==> src/rtl/cu_pkg.sv <==
// Shared opcode, function, ALU and status encodings for the APB sequencing control unit.
package cu_pkg;

    localparam logic [3:0] OP_REG    = 4'b0000;
    localparam logic [3:0] OP_ADDI   = 4'b0100;
    localparam logic [3:0] OP_LW     = 4'b1011;
    localparam logic [3:0] OP_SW     = 4'b1111;
    localparam logic [3:0] OP_BEQ    = 4'b1000;
    localparam logic [3:0] OP_JMP    = 4'b0010;
    localparam logic [3:0] OP_APB_RD = 4'b1100;
    localparam logic [3:0] OP_APB_WR = 4'b0001;

    localparam logic [2:0] FN_ADD = 3'b000;
    localparam logic [2:0] FN_SUB = 3'b001;
    localparam logic [2:0] FN_AND = 3'b010;
    localparam logic [2:0] FN_OR  = 3'b011;

    localparam logic [2:0] ALU_ADD  = 3'b000;
    localparam logic [2:0] ALU_SUB  = 3'b001;
    localparam logic [2:0] ALU_AND  = 3'b010;
    localparam logic [2:0] ALU_OR   = 3'b011;
    localparam logic [2:0] ALU_ADDI = 3'b100;
    localparam logic [2:0] ALU_LW   = 3'b101;
    localparam logic [2:0] ALU_SW   = 3'b110;
    localparam logic [2:0] ALU_BEQ  = 3'b111;

    localparam logic RB_OR_MEM_OUT = 1'b0;
    localparam logic IMM_OR_ALUOUT = 1'b1;

    localparam logic [1:0] APB_ST_OK      = 2'b00;
    localparam logic [1:0] APB_ST_SLVERR  = 2'b01;
    localparam logic [1:0] APB_ST_TIMEOUT = 2'b10;

    typedef enum logic [1:0] {IDLE, START, WAIT, WB} cu_state_t;

endpackage

==> src/rtl/cu_decode.sv <==
// Single-cycle opcode/func to control-word decode; also flags APB opcodes for the sequencer.
module cu_decode
    import cu_pkg::*;
#(
    parameter int OPCODE_W = 4,
    parameter int FUNC_W   = 3,
    parameter int ALUFN_W  = 3
) (
    input  logic                instr_valid,
    input  logic [OPCODE_W-1:0] opcode,
    input  logic [FUNC_W-1:0]   func,
    output logic                reg_dst,
    output logic                reg_write,
    output logic                alusrc,
    output logic [ALUFN_W-1:0]  alufn,
    output logic                mem_read,
    output logic                mem_write,
    output logic                mem_to_reg,
    output logic                nia,
    output logic                illegal_op,
    output logic                apb_req,
    output logic                apb_wr
);

    always_comb begin
        reg_dst    = 1'b0;
        reg_write  = 1'b0;
        alusrc     = RB_OR_MEM_OUT;
        alufn      = '0;
        mem_read   = 1'b0;
        mem_write  = 1'b0;
        mem_to_reg = 1'b0;
        nia        = 1'b1;
        illegal_op = 1'b0;
        apb_req    = 1'b0;
        apb_wr     = 1'b0;
        if (instr_valid) begin
            case (opcode)
                OPCODE_W'(OP_REG): begin
                    reg_dst    = 1'b1;
                    reg_write  = 1'b1;
                    mem_to_reg = IMM_OR_ALUOUT;
                    case (func)
                        FUNC_W'(FN_ADD): alufn = ALUFN_W'(ALU_ADD);
                        FUNC_W'(FN_SUB): alufn = ALUFN_W'(ALU_SUB);
                        FUNC_W'(FN_AND): alufn = ALUFN_W'(ALU_AND);
                        FUNC_W'(FN_OR):  alufn = ALUFN_W'(ALU_OR);
                        default: begin
                            // Undefined func must not leave any write enable asserted
                            reg_dst    = 1'b0;
                            reg_write  = 1'b0;
                            mem_to_reg = 1'b0;
                            illegal_op = 1'b1;
                        end
                    endcase
                end
                OPCODE_W'(OP_ADDI): begin
                    alufn      = ALUFN_W'(ALU_ADDI);
                    alusrc     = IMM_OR_ALUOUT;
                    reg_write  = 1'b1;
                    mem_to_reg = IMM_OR_ALUOUT;
                end
                OPCODE_W'(OP_LW): begin
                    alufn      = ALUFN_W'(ALU_LW);
                    alusrc     = IMM_OR_ALUOUT;
                    mem_read   = 1'b1;
                    reg_write  = 1'b1;
                    mem_to_reg = RB_OR_MEM_OUT;
                end
                OPCODE_W'(OP_SW): begin
                    alufn     = ALUFN_W'(ALU_SW);
                    alusrc    = IMM_OR_ALUOUT;
                    mem_write = 1'b1;
                end
                OPCODE_W'(OP_BEQ):    alufn   = ALUFN_W'(ALU_BEQ);
                OPCODE_W'(OP_JMP):    nia     = 1'b0;
                OPCODE_W'(OP_APB_RD): apb_req = 1'b1;
                OPCODE_W'(OP_APB_WR): begin
                    apb_req = 1'b1;
                    apb_wr  = 1'b1;
                end
                default: illegal_op = 1'b1;
            endcase
        end
    end

endmodule

==> src/rtl/apb_seq_control_unit.sv <==
// Control unit: combinational decode for ordinary opcodes, FSM sequencing for APB transfers.
module apb_seq_control_unit
    import cu_pkg::*;
#(
    parameter int OPCODE_W       = 4,
    parameter int FUNC_W         = 3,
    parameter int ALUFN_W        = 3,
    parameter int APB_SEL_W      = 2,
    parameter int TIMEOUT_CYCLES = 256,
    parameter int CNT_W          = $clog2(TIMEOUT_CYCLES)
) (
    input  logic                 clk,
    input  logic                 rst,
    input  logic                 instr_valid,
    input  logic [OPCODE_W-1:0]  opcode,
    input  logic [FUNC_W-1:0]    func,
    input  logic                 ready,
    input  logic                 apb_err,
    output logic                 reg_dst,
    output logic                 reg_write,
    output logic                 alusrc,
    output logic [ALUFN_W-1:0]   alufn,
    output logic                 mem_read,
    output logic                 mem_write,
    output logic                 mem_to_reg,
    output logic                 apb_op,
    output logic                 apb_write,
    output logic [APB_SEL_W-1:0] apb_sel,
    output logic                 start_flag,
    output logic                 continue_flag,
    output logic                 nia,
    output logic [1:0]           apb_status,
    output logic                 illegal_op
);

    cu_state_t            state_q, state_d;
    logic [CNT_W-1:0]     cnt_q;
    logic                 apb_write_q;
    logic [APB_SEL_W-1:0] apb_sel_q;
    logic [1:0]           status_q;

    logic                 dec_reg_dst, dec_reg_write, dec_alusrc;
    logic [ALUFN_W-1:0]   dec_alufn;
    logic                 dec_mem_read, dec_mem_write, dec_mem_to_reg;
    logic                 dec_nia, dec_illegal, dec_apb_req, dec_apb_wr;
    logic                 timeout;

    cu_decode #(
        .OPCODE_W (OPCODE_W),
        .FUNC_W   (FUNC_W),
        .ALUFN_W  (ALUFN_W)
    ) u_decode (
        .instr_valid (instr_valid),
        .opcode      (opcode),
        .func        (func),
        .reg_dst     (dec_reg_dst),
        .reg_write   (dec_reg_write),
        .alusrc      (dec_alusrc),
        .alufn       (dec_alufn),
        .mem_read    (dec_mem_read),
        .mem_write   (dec_mem_write),
        .mem_to_reg  (dec_mem_to_reg),
        .nia         (dec_nia),
        .illegal_op  (dec_illegal),
        .apb_req     (dec_apb_req),
        .apb_wr      (dec_apb_wr)
    );

    assign timeout   = (cnt_q == CNT_W'(TIMEOUT_CYCLES - 1));
    assign apb_write = apb_write_q;
    assign apb_sel   = apb_sel_q;

    always_ff @(posedge clk) begin
        if (rst) begin
            state_q     <= IDLE;
            cnt_q       <= '0;
            apb_write_q <= 1'b0;
            apb_sel_q   <= '0;
            status_q    <= APB_ST_OK;
        end else begin
            state_q <= state_d;
            case (state_q)
                IDLE: if (dec_apb_req) begin
                    apb_write_q <= dec_apb_wr;
                    apb_sel_q   <= func[APB_SEL_W-1:0];
                end
                START: cnt_q <= '0;
                WAIT: begin
                    cnt_q <= cnt_q + CNT_W'(1);
                    if (ready)
                        status_q <= apb_err ? APB_ST_SLVERR : APB_ST_OK;
                    else if (timeout)
                        status_q <= APB_ST_TIMEOUT;
                end
                default: ;
            endcase
        end
    end

    always_comb begin
        state_d       = state_q;
        reg_dst       = 1'b0;
        reg_write     = 1'b0;
        alusrc        = RB_OR_MEM_OUT;
        alufn         = '0;
        mem_read      = 1'b0;
        mem_write     = 1'b0;
        mem_to_reg    = 1'b0;
        apb_op        = 1'b0;
        start_flag    = 1'b0;
        continue_flag = 1'b1;
        nia           = 1'b1;
        apb_status    = APB_ST_OK;
        illegal_op    = 1'b0;
        case (state_q)
            IDLE: begin
                reg_dst       = dec_reg_dst;
                reg_write     = dec_reg_write;
                alusrc        = dec_alusrc;
                alufn         = dec_alufn;
                mem_read      = dec_mem_read;
                mem_write     = dec_mem_write;
                mem_to_reg    = dec_mem_to_reg;
                nia           = dec_nia;
                illegal_op    = dec_illegal;
                continue_flag = ~dec_apb_req;
                if (dec_apb_req)
                    state_d = START;
            end
            START: begin
                start_flag    = 1'b1;
                apb_op        = 1'b1;
                continue_flag = 1'b0;
                state_d       = WAIT;
            end
            WAIT: begin
                apb_op        = 1'b1;
                continue_flag = 1'b0;
                if (ready || timeout)
                    state_d = WB;
            end
            WB: begin
                // Only a clean read returns data to the register file
                apb_status = status_q;
                reg_write  = ~apb_write_q && (status_q == APB_ST_OK);
                mem_to_reg = ~apb_write_q && (status_q == APB_ST_OK);
                state_d    = IDLE;
            end
            default: state_d = IDLE;
        endcase
    end

endmodule

==> config.mk <==
export PLATFORM = sky130hd
export DESIGN_NAME = apb_seq_control_unit
export DESIGN_NICKNAME = d
export VERILOG_FILES = /design/src/rtl/cu_pkg.sv /design/src/rtl/cu_decode.sv /design/src/rtl/apb_seq_control_unit.sv
export SDC_FILE = /design/constraint.sdc
export NUM_CORES = 1
export LEC_CHECK = 0
export CORE_ASPECT_RATIO = 1.1
export CORE_MARGIN = 8
export CORE_UTILIZATION = 45
export DETAILED_ROUTE_END_ITERATION = 8
export PLACE_DENSITY = 0.78
export SETUP_SLACK_MARGIN = 0.5
export SYNTH_ARGS = -nofsm -noshare
export SYNTH_HDL_FRONTEND = slang
export SYNTH_SLANG_ARGS = --single-unit
==> constraint.sdc <==
create_clock -name clk -period 1.8 [get_ports clk]
set_clock_uncertainty 0.1 [all_clocks]
set_input_delay 0.36 -clock clk [delete_from_list [all_inputs] [get_ports clk]]
set_output_delay 0.36 -clock clk [all_outputs]
set_load 0.01 [all_outputs]
## Word level (Yosys, flattened, before mapping)

Index checks and enable logic that the tools add are counted.

| word-level totals | value |
|---|---|
| bits in registers | 15 |
| input bits | 12 |
| output and inout bits | 19 |
| logic and storage cells | 86 |

| operators by class | value |
|---|---|
| $add $sub $neg | 1 |
| eq/ne operators | 16 |
| muxes and demuxes | 45 |
| bitwise gates (word level) | 2 |
| reductions and logical operators | 17 |

Operator list:

| operator | count |
|---|---|
| $mux W1 | 28 |
| $eq A4 B4 Y1 const B | 4 |
| $pmux W8 S2 | 1 |
| $pmux W3 S5 | 1 |
| $pmux W1 S2 | 6 |
| $mux W2 | 5 |
| $add A8 B1 Y8 const B | 1 |
| $eq A8 B8 Y1 const B | 1 |
| $pmux W2 S4 | 1 |
| $reduce_or A7 Y1 | 1 |
| $eq A3 B2 Y1 const B | 2 |
| $mux W3 | 2 |
| $pmux W2 S3 | 1 |
| $reduce_and A2 Y1 | 3 |
| $reduce_or A2 Y1 | 3 |
| $eq A2 B2 Y1 const B | 2 |
| $eq A4 B1 Y1 const B | 1 |
| $eq A4 B2 Y1 const B | 1 |
| $eq A4 B3 Y1 const B | 1 |
| $logic_not A2 Y1 | 2 |
| $logic_not A4 Y1 | 1 |
| $ne A2 B2 Y1 const B | 2 |
| $reduce_bool A2 Y1 | 2 |
| $reduce_or A4 Y1 | 1 |
| other kinds (7) | 8 |

## Longest topological paths before layout

Gate-level depths: netlist of run 1.

| depth | value |
|---|---|
| depth after elaboration | 6 |
| depth in mapped cells | 6 |

## Cells and area by module

Synthesis of run 1 repeated with hierarchy kept, for this count alone.

| unflattened totals | value |
|---|---|
| cell total of the unflattened synthesis | 134 |
| area, all modules | 1,093.5 µm² |

Modules (own cells, without submodules):

| module | times used | cells each | area an instance (µm²) |
|---|---|---|---|
| apb_seq_control_unit | 1 | 94 | 800.8 |
| cu_decode | 1 | 40 | 292.8 |

## Worst setup path before layout of run 1

OpenSTA, ideal clock, no wires.

| path | value |
|---|---|
| path kind | flip-flop to output port |
| start point | register state_q[0] |
| end point | output port reg_write |
| data arrival time | 1.326 ns |
| data required time | 1.340 ns |
| path slack | 0.014 ns |
| cell stages (with the launch flop) | 6 |
| path through | dfxtp_1 > inv_1 > ha_1 > nand2_1 > or3_4 > a21oi_2 |

| between the ends | value |
|---|---|
| cells in the longest elaborated chain, start to end | 2 |

Ends and longest elaborated chain:

| what | line | RTL |
|---|---|---|
| start, declared | apb_seq_control_unit.sv:36 | `cu_state_t state_q, state_d;` |
| start signal, assigned | apb_seq_control_unit.sv:81 | `state_q <= state_d;` |
| $eq A2 B2 Y1 or $logic_not A2 Y1 (tied branches) | apb_seq_control_unit.sv:115 | `case (state_q)` |
| $pmux W1 S2 (*) | apb_seq_control_unit.sv:115 |  |
| end, declared | apb_seq_control_unit.sv:20 | `output logic reg_write,` |

Every way passes the cells marked *; elsewhere a longest branch is shown, timed or not.

## Worst setup path in the final report of run 1

| path | value |
|---|---|
| start point | register state_q[1] |
| end point | output port nia |

| between the ends | value |
|---|---|
| cells in the longest elaborated chain, start to end | 2 |

Ends and longest elaborated chain:

| what | line | RTL |
|---|---|---|
| $logic_not A2 Y1 | apb_seq_control_unit.sv:115 |  |
| $mux W1 | apb_seq_control_unit.sv:115 |  |
| end, declared | apb_seq_control_unit.sv:31 | `output logic nia,` |

Every way passes these cells.

==> results of run 1 <==
==> final timing paths <==
| kind | slack (ns) | end | startpoint | depth (start not counted) |
|---|---|---|---|---|
| setup / recovery | -0.26 | nia | state_q[1] | 8 |
| hold / removal | 0.36 | status_q[0] | ready | 3 |
| setup reg to reg | 0.09 | cnt_q[5] | state_q[0] | 6 |
| hold reg to reg | 0.39 | state_q[1] | state_q[1] | 2 |
==> cells in the final DEF (no fill, tap or decap), types with 3 or more instances in the layout <==
cell             instances
a21oi_1                  4
a21oi_2                  4
a21oi_4                  4
buf_2                   13
buf_4                   29
buf_6                   24
clkbuf_4                 3
clkdlybuf4s50_1          3
dfxtp_1                  6
dfxtp_2                  6
dfxtp_4                  3
ha_4                     5
inv_1                    4
inv_2                    4
mux2i_1                  3
nand2_1                  4
nand3_1                  4
nand4_1                  3
nor2_1                   9
nor3_4                   3
xor2_1                   6
==> cell families (layout without fill, tap and decap cells) <==
| family | after synthesis | count (layout) | synth area share |
|---|---|---|---|
| AND/OR/NAND/NOR | 48 | 48 | 0.2724 |
| AO/OA/AOI/OAI | 28 | 28 | 0.1965 |
| flip-flops | 15 | 15 | 0.2985 |
| buffers and inverters | 15 | 90 | 0.07960 |
| XOR/XNOR | 7 | 7 | 0.06095 |
| adder cells (fa/ha/maj) | 5 | 5 | 0.06219 |
| multiplexers | 3 | 3 | 0.02985 |
==> flip-flops by register name (all words and copies together) (netlist names) <==
signal     cells
apb_write      1
status_q       2
apb_sel        2
cnt_q          8
state_q        2
==> through the flow <==
stage	instance area (µm²)	power [mW]	hold WS (ns)	setup TNS (ns)	util
after floorplan	1106	0.7057	0.3604	0	-
after global placement	1594	0.9393	0.3596	-9.540	0.7297
after detailed placement	1594	0.9587	0.3746	-10.30	0.7297
after CTS	1778	1.313	0.3869	-1.473	0.8139
after global routing	1996	1.592	0.3720	-2.714	0.9135
final	1996	1.537	0.3576	-1.981	0.9135
==> power groups by stage <==
stage / Combinational [mW] / Sequential [mW] / Clock (mW)
after floorplan: 0.331 / 0.375 / 0
after global routing: 1.01 / 0.377 / 0.203
after global placement: 0.567 / 0.372 / 0
after detailed placement: 0.585 / 0.374 / 0
final: 0.972 / 0.374 / 0.191
after CTS: 0.757 / 0.366 / 0.190
==> timing repair <==
| action | CTS | global route |
|---|---|---|
| cloned | 1 | 0 |
| endpoints found under the hold margin | 0 | 0 |
| endpoints found under the setup margin | 33 | 34 |
| setup buffers | 9 | 8 |
| hold buffers | 0 | 0 |
| gates resized for setup | 121 | 49 |
| pin swaps | 16 | 15 |
==> per-layer routing <==
layer,vias up,global-route usage,routed length [µm]
met2,84,0.3351,2340
met3,26,0.03711,388
met1,603,0.1716,1636
met4,0,0.07289,191
met5,-,0,0
li1,576,-,-
==> worst register-to-register path: stages (launching register included) <==
cell and delay, ns:
dfxtp_4 0.38, inv_4 0.04, ha_4 0.33, buf_6 0.13, nand4_1 0.15, or3_1 0.36
a21oi_1 0.14
==> layout make-up <==
| class | count | area, µm² |
|---|---|---|
| clock buffers | 4 | 26.28 |
| fillers | 81 | 188.9 |
| inverters | 9 | 36.28 |
| multi-input cells | 91 | 885.9 |
| flip-flops and latches | 15 | 319.1 |
| well taps | 30 | 37.54 |
| repair buffers | 77 | 690.7 |
==> results.tsv, run 1 <==
metric	value	unit
status	finished, violations left	
violations	setup timing	
dp_cells	204	
ys.flop_type	dfxtp_1	
drt_iter0_drc	76	
fin_nets	214	
synth_area_leader_cell	dfxtp_1	
async_reset_ff_frac	0	
root_buffer	clkbuf_4	
drt-total-wl	4556	µm
p_int	0.9806	mW
hpwl	2347	µm
synth_seq_area_share	0.2985	
critical_path.cell_chain	inv_2 > ha_4 > nand2_4 > buf_12 > nor3_4 > buf_4 > nand3b_1 > buf_2	
viasPerCell	5.704	
end_kind	output port	
final_cells	226	
die_w	61.08	µm
critPathTopFamily	buffers and inverters	
hold_path_class	input port to flip-flop	
syn-cell-area	1006	µm²
area_growth	98.38	%
synth_area_leaders	dfxtp_1 30%, ha_1 6.2%, a21oi_1 5.5%	
htree_levels	1	
max_cap_violations	0	
worst_path_largest_cell_delay	0.34	ns
rows	18	
synthesis.nets	138	
worst_setup_path_start_kind	flip-flop	
pre_cts_slack	-0.8172	ns
diodes	0	
cts_tree	built	
yosysMostFrequentCell	dfxtp_1	
fmax	484.8	MHz
p_leak	0.8770	nW
drt_pass1_iterations	4	
track_usage	0.1755	
slowest_stage	dfxtp_2	
routabilityCongestion	0.8080	
worst_slew_pin_slew	0.3160	ns
p_comb_frac	0.632	
drc_errors	0	
path_max_fanout	4	
drive_gt1_frac	0.6378	
hold_viol	0	
grt_pass1_vias	1233	
grt_pass1_wl	5547	µm
worst-path-buf-inv	4	
yosysWarnings	0	
dieHeight	65.59	µm
tritoncts.num_buffers	3	
clkPwrFrac	0.124	
grt_start_max_net_pins	10	
pin_count	31	
clkLatencyLatePin	0.28	ns
cts.sinks	15	
switchingPower	0.5560	mW
power_density	770.0	nW/µm²
port_buffers	30	
worstSetupPathType	flip-flop to output port	
ir_drop	0.8256	mV
start_util	0.4605	
dieArea	4006	µm²
post_drt_wl_per_cell	20.16	µm
maxSlewHeadroom	0.7885	
syn_inst	121	
setup_viol	12	
grt.overflow.total	0	
switching_share	0.3619	
arrival	1.60	ns
ctsLongestPathBuffers	2	
fp.coreArea	2185	µm²
period_minus_slack	2.063	ns
antenna_found_initial	0	
drv_slew	0	
vias	1289	
seqPwrFrac	0.244	
synth-seq-cells	15	
synth_top_area_frac	0.2985	
drtAntennaViolNets	0	
ys_types	44	
period_share	1.146	
rsz0062_at_grt	yes	
crit_required	1.34	ns
synth_edf_count	0	
yosys-top-cells-count	15 x dfxtp_1, 12 x nor2_1, 11 x a21oi_1	
worst_slack	-0.2627	ns
syn_avg_cell_area	8.314	µm²
path_clk_slew	0.09	ns
Note: power is estimated with default switching activity, not from simulation.
==> run 2, diff against run 1 <==
--- a/config.mk
+++ b/config.mk
@@ -8,8 +8,10 @@
 export CORE_ASPECT_RATIO = 1.1
 export CORE_MARGIN = 8
 export CORE_UTILIZATION = 45
+export CTS_CLUSTER_DIAMETER = 30
 export DETAILED_ROUTE_END_ITERATION = 8
-export PLACE_DENSITY = 0.78
+export DONT_BUFFER_PORTS = 1
+export PLACE_DENSITY = 0.61
 export SETUP_SLACK_MARGIN = 0.5
 export SYNTH_ARGS = -nofsm -noshare
 export SYNTH_HDL_FRONTEND = slang
==> run 2 against run 1 <==
Compared with the run above: the run still ends with setup timing left; via count shrank 23%; utilization shrank 20 points; global-route usage fell by 2.2 points; first-iteration DRC count fell by 68%; combinational power fell by 17%; sequential power about the same; total power shrank 11%; sequential share of layout area grew 3.8 points; die area unchanged; sequential cell count unchanged.
==> results.tsv, run 2 (synthesized netlist as in run 1, its figures left out) <==
metric	value	unit
hpwl	1918	µm
path_clk_slew	0.09	ns
diodes	0	
worst_path_largest_cell_delay	0.35	ns
worst_slew_pin_slew	0.3394	ns
ir_drop	0.5938	mV
setup_viol	9	
drt-total-wl	2997	µm
cts.sinks	15	
worst-path-buf-inv	1	
htree_levels	1	
rows	18	
reg2regPathDepth	6	
period_share	1.063	
grt_start_max_net_pins	12	
drt_pass1_iterations	4	
slowest_stage	or3_4	
ctsLongestPathBuffers	2	
max_cap_violations	0	
timing.rr.start	state_q[0]	
endpoint	reg_write	
crit_required	1.34	ns
drc_errors	0	
routabilityCongestion	0.7897	
start_util	0.4605	
finalSetupTns	-0.4087	ns
dieHeight	65.59	µm
drv_slew	0	
drt_iter0_drc	24	
pre_cts_slack	0.1089	ns
period_minus_slack	1.914	ns
dieArea	4006	µm²
critical_path.cell_chain	inv_2 > ha_4 > nand2_8 > or3_4 > a21oi_4	
tritoncts.num_buffers	3	
cts_tree	built	
die_w	61.08	µm
grt_pass1_wl	4740	µm
hold_path_class	input port to flip-flop	
critPathTopFamily	simple AND/OR/NAND/NOR gates	
track_usage	0.1534	
r2r_slack	0.11	ns
end_kind	output port	
largest-register	cnt_q	
pin_count	31	
area_growth	55.97	%
port_buffers	0	
violations	setup timing	
fin_nets	164	
root_buffer	clkbuf_4	
worst_setup_path_start_kind	flip-flop	
path_max_fanout	6	
critPathLaunch	state_q[0]	
status	finished, violations left	
vias	994	
largest_register_ffs	8	
fmax	522.4	MHz
rsz0062_at_grt	yes	
clkLatencyLatePin	0.28	ns
hold_viol	0	
worst_slack	-0.1141	ns
maxSlewHeadroom	0.7729	
layout_commonest_cell	buf_4	
worst-path-stages	5	
post_drt_wl_per_cell	17.03	µm
antenna_found_initial	0	
r2r-end	cnt_q[5]	
viasPerCell	5.648	
fp.coreArea	2185	µm²
grt_pass1_vias	1017	
p_leak	0.6280	nW
grt.overflow.total	0	
power_density	874.2	nW/µm²
worstSetupPathType	flip-flop to output port	
arrival	1.45	ns
final_cell_mix	16 x buf_4, 9 x nor2_1, 9 x buf_6	
drive_gt1_frac	0.5548	
drtAntennaViolNets	0	
[run 2: cell types whose count changed in the layout (fill, tap and decap cells not counted), moves of 2 or more]
| cell | delta |
|---|---|
| dfxtp_2 | +2 |
| buf_6 | -15 |
| ha_4 | -2 |
| dlymetal6s2s_1 | -2 |
| dlygate4sd2_1 | -2 |
| dfxtp_4 | -3 |
| clkdlybuf4s50_1 | -3 |
| nand2_2 | -2 |
| ha_1 | +2 |
| buf_4 | -13 |
| buf_2 | -13 |
[run 2: worst reg2reg max path, delay by kind of cell (launching register included)]
family                   cells  cell delay, ns
flip-flops                   1            0.36
AND/OR/NAND/NOR              2            0.57
adder cells (fa/ha/maj)      1            0.29
buffers and inverters        2            0.17
AO/OA/AOI/OAI                1            0.13
[run 2: routing by layer]
layer	GRT usage	wire length, µm	vias to the layer above
li1	-	-	473
met1	0.1491	1047	477
met2	0.2880	1634	34
met3	0.04297	239	10
met4	0.06122	75	0
met5	0	0	-
[run 2: area by class of cell]
type                    instances  area [µm²]
multi-input cells              91       889.6
clock buffers                   4       26.28
flip-flops and latches         15       310.3
well taps                      30       37.54
repair buffers                 27       269.0
inverters                       9       36.28
fillers                       167       615.6
[run 2: power breakdown]
group | switching [mW] | internal, mW | total (mW)
logic | 0.356 | 0.453 | 0.809
clock network | 0.105 | 0.0860 | 0.191
registers | 0.0203 | 0.351 | 0.372
[run 2: worst min path at each step]
stage               startpoint          to  slack [ns]  cells past startpoint
detailed placement         rst    cnt_q[0]        0.33                      1
global route               rst    cnt_q[1]       0.006                      1
floorplan           state_q[1]  state_q[1]        0.36                      2
global placement           rst    cnt_q[0]        0.33                      1
finish                     rst    cnt_q[0]        0.02                      1
CTS                        rst    cnt_q[1]        0.02                      1
[run 2: repair_timing]
| action | in CTS | in global routing |
|---|---|---|
| pin swaps | 15 | 13 |
| setup buffers | 16 | 9 |
| cloned | 1 | 0 |
| gates resized for setup | 43 | 14 |
| hold buffers | 0 | 0 |
| endpoints found under the setup margin | 27 | 30 |
[run 2: metrics by stage]
step	util	power, mW	instance area, µm²	hold slack, ns	cells
finish	0.7182	1.372	1569	0.02244	176
global placement	0.4903	0.7209	1071	0.3321	146
CTS	0.6604	1.237	1443	0.02067	167
detailed placement	0.4903	0.7311	1071	0.3333	146
global route	0.7182	1.435	1569	0.006023	176
floorplan	-	0.7057	1106	0.3604	121
==> run 3, diff against run 2 <==
--- a/config.mk
+++ b/config.mk
@@ -15,4 +15,5 @@
 export SETUP_SLACK_MARGIN = 0.5
 export SYNTH_ARGS = -nofsm -noshare
 export SYNTH_HDL_FRONTEND = slang
+export SYNTH_HIERARCHICAL = 1
 export SYNTH_SLANG_ARGS = --single-unit
==> run 3 against run 2 <==
Compared with the run above: the run still ends with setup timing left; area after synthesis up 8.7%; die area grew 6.5%; register-to-register slack lost 0.04 ns; count of clock-buffer cells in the layout decreased by 1; global-route usage decreased by 2.2 points; utilization is 0.92 points lower; via count grew 5.7%; synthesized cell count is 11% higher; largest power group unchanged; non-clock buffer count down 1; highest routed layer unchanged; cell count increased by 6.3%; critical endpoint is now mem_to_reg.
==> results.tsv, run 3 <==
metric	value	unit
path_max_fanout	2	
max_cap_violations	0	
vias	1051	
drt_pass1_iterations	6	
async_reset_ff_frac	0	
syn-cell-area	1094	µm²
drive_gt1_frac	0.5478	
antenna_found_initial	0	
seqPwrFrac	0.244	
switching_share	0.3772	
htree_levels	1	
fmax	510.0	MHz
pin_count	31	
worst_setup_path_start_kind	flip-flop	
p_leak	0.6154	nW
power_density	1046	nW/µm²
worst_slew_pin_slew	0.2873	ns
routabilityCongestion	0.7368	
p_int	1.051	mW
cts.sinks	15	
hold_viol	0	
tritoncts.num_buffers	3	
drtAntennaViolNets	0	
grt_pass1_vias	978	
worstSetupPathType	flip-flop to output port	
grt.overflow.total	0	
clkLatencyLatePin	0.30	ns
end_kind	output port	
area_growth	47.48	%
viasPerCell	5.620	
ir_drop	1.275	mV
drv_slew	0	
die_w	63	µm
violations	setup timing	
worst_path_largest_cell_delay	0.50	ns
largest_register_ffs	8	
grt_pass1_wl	4540	µm
placed_area	1220	µm²
fin_nets	175	
final_cell_area	1613	µm²
hold_path_class	input port to flip-flop	
yosysWarnings	6	
final_cell_mix	12 x buf_4, 11 x dfxtp_1, 11 x buf_6	
syn_avg_cell_area	8.161	µm²
slowest_stage	or4b_4	
setup_viol	12	
rows	18	
layout_commonest_cell	buf_4	
synth_edf_count	0	
synth_seq_area_share	0.2746	
hpwl	2068	µm
dieArea	4265	µm²
worst_slack	-0.1608	ns
clkPwrFrac	0.117	
period_minus_slack	1.961	ns
status	finished, violations left	
dieHeight	67.70	µm
grt_start_max_net_pins	13	
cts_tree	built	
arrival	1.50	ns
ys.flop_type	dfxtp_1	
largest-register	cnt_q	
ctsLongestPathBuffers	2	
p_comb_frac	0.639	
synthesis.nets	151	
drt_iter0_drc	40	
synth_top_area_frac	0.2746	
maxSlewHeadroom	0.8074	
synth_area_leader_cell	dfxtp_1	
start_util	0.4807	
path_clk_slew	0.09	ns
critical_path.cell_chain	ha_4 > or4b_4 > a21oi_4	
drt-total-wl	3056	µm
finalSetupTns	-1.193	ns
synth-seq-cells	15	
drc_errors	0	
period_share	1.089	
root_buffer	clkbuf_4	
fp.coreArea	2275	µm²
port_buffers	0	
crit_required	1.34	ns
syn_inst	134	
rsz0062_at_grt	yes	
synth_area_leaders	dfxtp_1 27%, a21oi_1 6.9%, and2_1 6.3%	
switchingPower	0.6367	mW
yosys-top-cells-count	15 x a21oi_1, 15 x dfxtp_1, 11 x and2_1, 11 x nand2_1, 11 x nor2_1	
ys_types	41	
post_drt_wl_per_cell	16.34	µm
track_usage	0.1319	
diodes	0	
==> run 3: changes by cell type in the layout (fill, tap and decap cells not counted), sizes merged, moves of 3 or more <==
cell,change
nand2,+3
nand2b,+3
o21ai,+3
and2,+8
inv,-5
a21oi,+4
buf,-3
==> run 3: worst max-delay path, delay by kind of cell (launching register included) <==
| kind | cells | cell delay [ns] |
|---|---|---|
| adders and majority gates | 1 | 0.14 |
| DFF | 1 | 0.38 |
| AOI/OAI and AO/OA | 1 | 0.18 |
| and+or+nand+nor | 1 | 0.50 |
==> run 3: through the flow <==
stage | hold slack, ns | instances | power [mW] | setup slack, ns | util
floorplan | 0.3613 | 134 | 0.9691 | 0.1455 | -
global placement | 0.3201 | 159 | 0.9632 | 0.1540 | 0.5363
detailed placement | 0.3217 | 159 | 0.9801 | 0.1084 | 0.5363
CTS | 0.01106 | 177 | 1.482 | -0.1734 | 0.6331
global route | 0.07378 | 187 | 1.773 | -0.2197 | 0.7090
finish | 0.08526 | 187 | 1.688 | -0.1608 | 0.7090
==> run 3: power groups by stage <==
stage          clock, mW  sequential, mW  combinational [mW]
2_1_floorplan          0           0.412               0.557
3_3_place_gp           0           0.416               0.548
3_5_place_dp           0           0.422               0.558
4_1_cts            0.202           0.409               0.871
5_1_grt            0.221           0.413                1.14
6_report           0.198           0.411                1.08
==> run 3: cells by family (layout without fill, tap and decap cells) <==
logic type                 Yosys count  in the layout  synth area share
DFF                                 15             15            0.2746
muxes                                2              2           0.01831
and+or+nand+nor                     65             65            0.3673
adders and majority gates            5              5           0.05721
xor gates and xnor gates             6              6           0.04805
AOI/OAI and AO/OA                   30             30            0.1728
buffers and inverters               11             34           0.06178
==> run 3: final timing paths <==
| kind | start | to | slack, ns | depth (start not counted) |
|---|---|---|---|---|
| setup / recovery | state_q[0] | mem_to_reg | -0.16 | 3 |
| hold / removal | func[0] | apb_sel[0] | 0.09 | 2 |
| setup reg to reg | state_q[0] | cnt_q[5] | 0.07 | 8 |
| hold reg to reg | status_q[0] | status_q[0] | 0.41 | 2 |
==> run 3: routing by layer <==
metal  vias to the layer above  global-route usage  routed length, µm
met1                       488              0.1249               1160
met2                        40              0.2522               1584
met4                         0             0.05983                 46
met5                         -                   0                  0
met3                         5             0.04967                264
li1                        518                   -                  -
==> run 3: layout make-up <==
| class | count | area (µm²) |
|---|---|---|
| clock buffer | 3 | 22.52 |
| clock inverter | 1 | 5.005 |
| fill | 177 | 661.9 |
| inverter | 4 | 22.52 |
| multi-input combinational | 108 | 958.4 |
| sequential | 15 | 312.8 |
| tap | 30 | 37.54 |
| timing repair buffer | 26 | 254.0 |
==> run 3: repair_timing <==
item | 4_1_cts | 5_1_grt
resized for setup | 24 | 27
hold endpoints to repair | 1 | 4
setup buffers | 13 | 9
hold buffers | 1 | 1
endpoints found under the setup margin | 28 | 31
pin swaps | 10 | 11
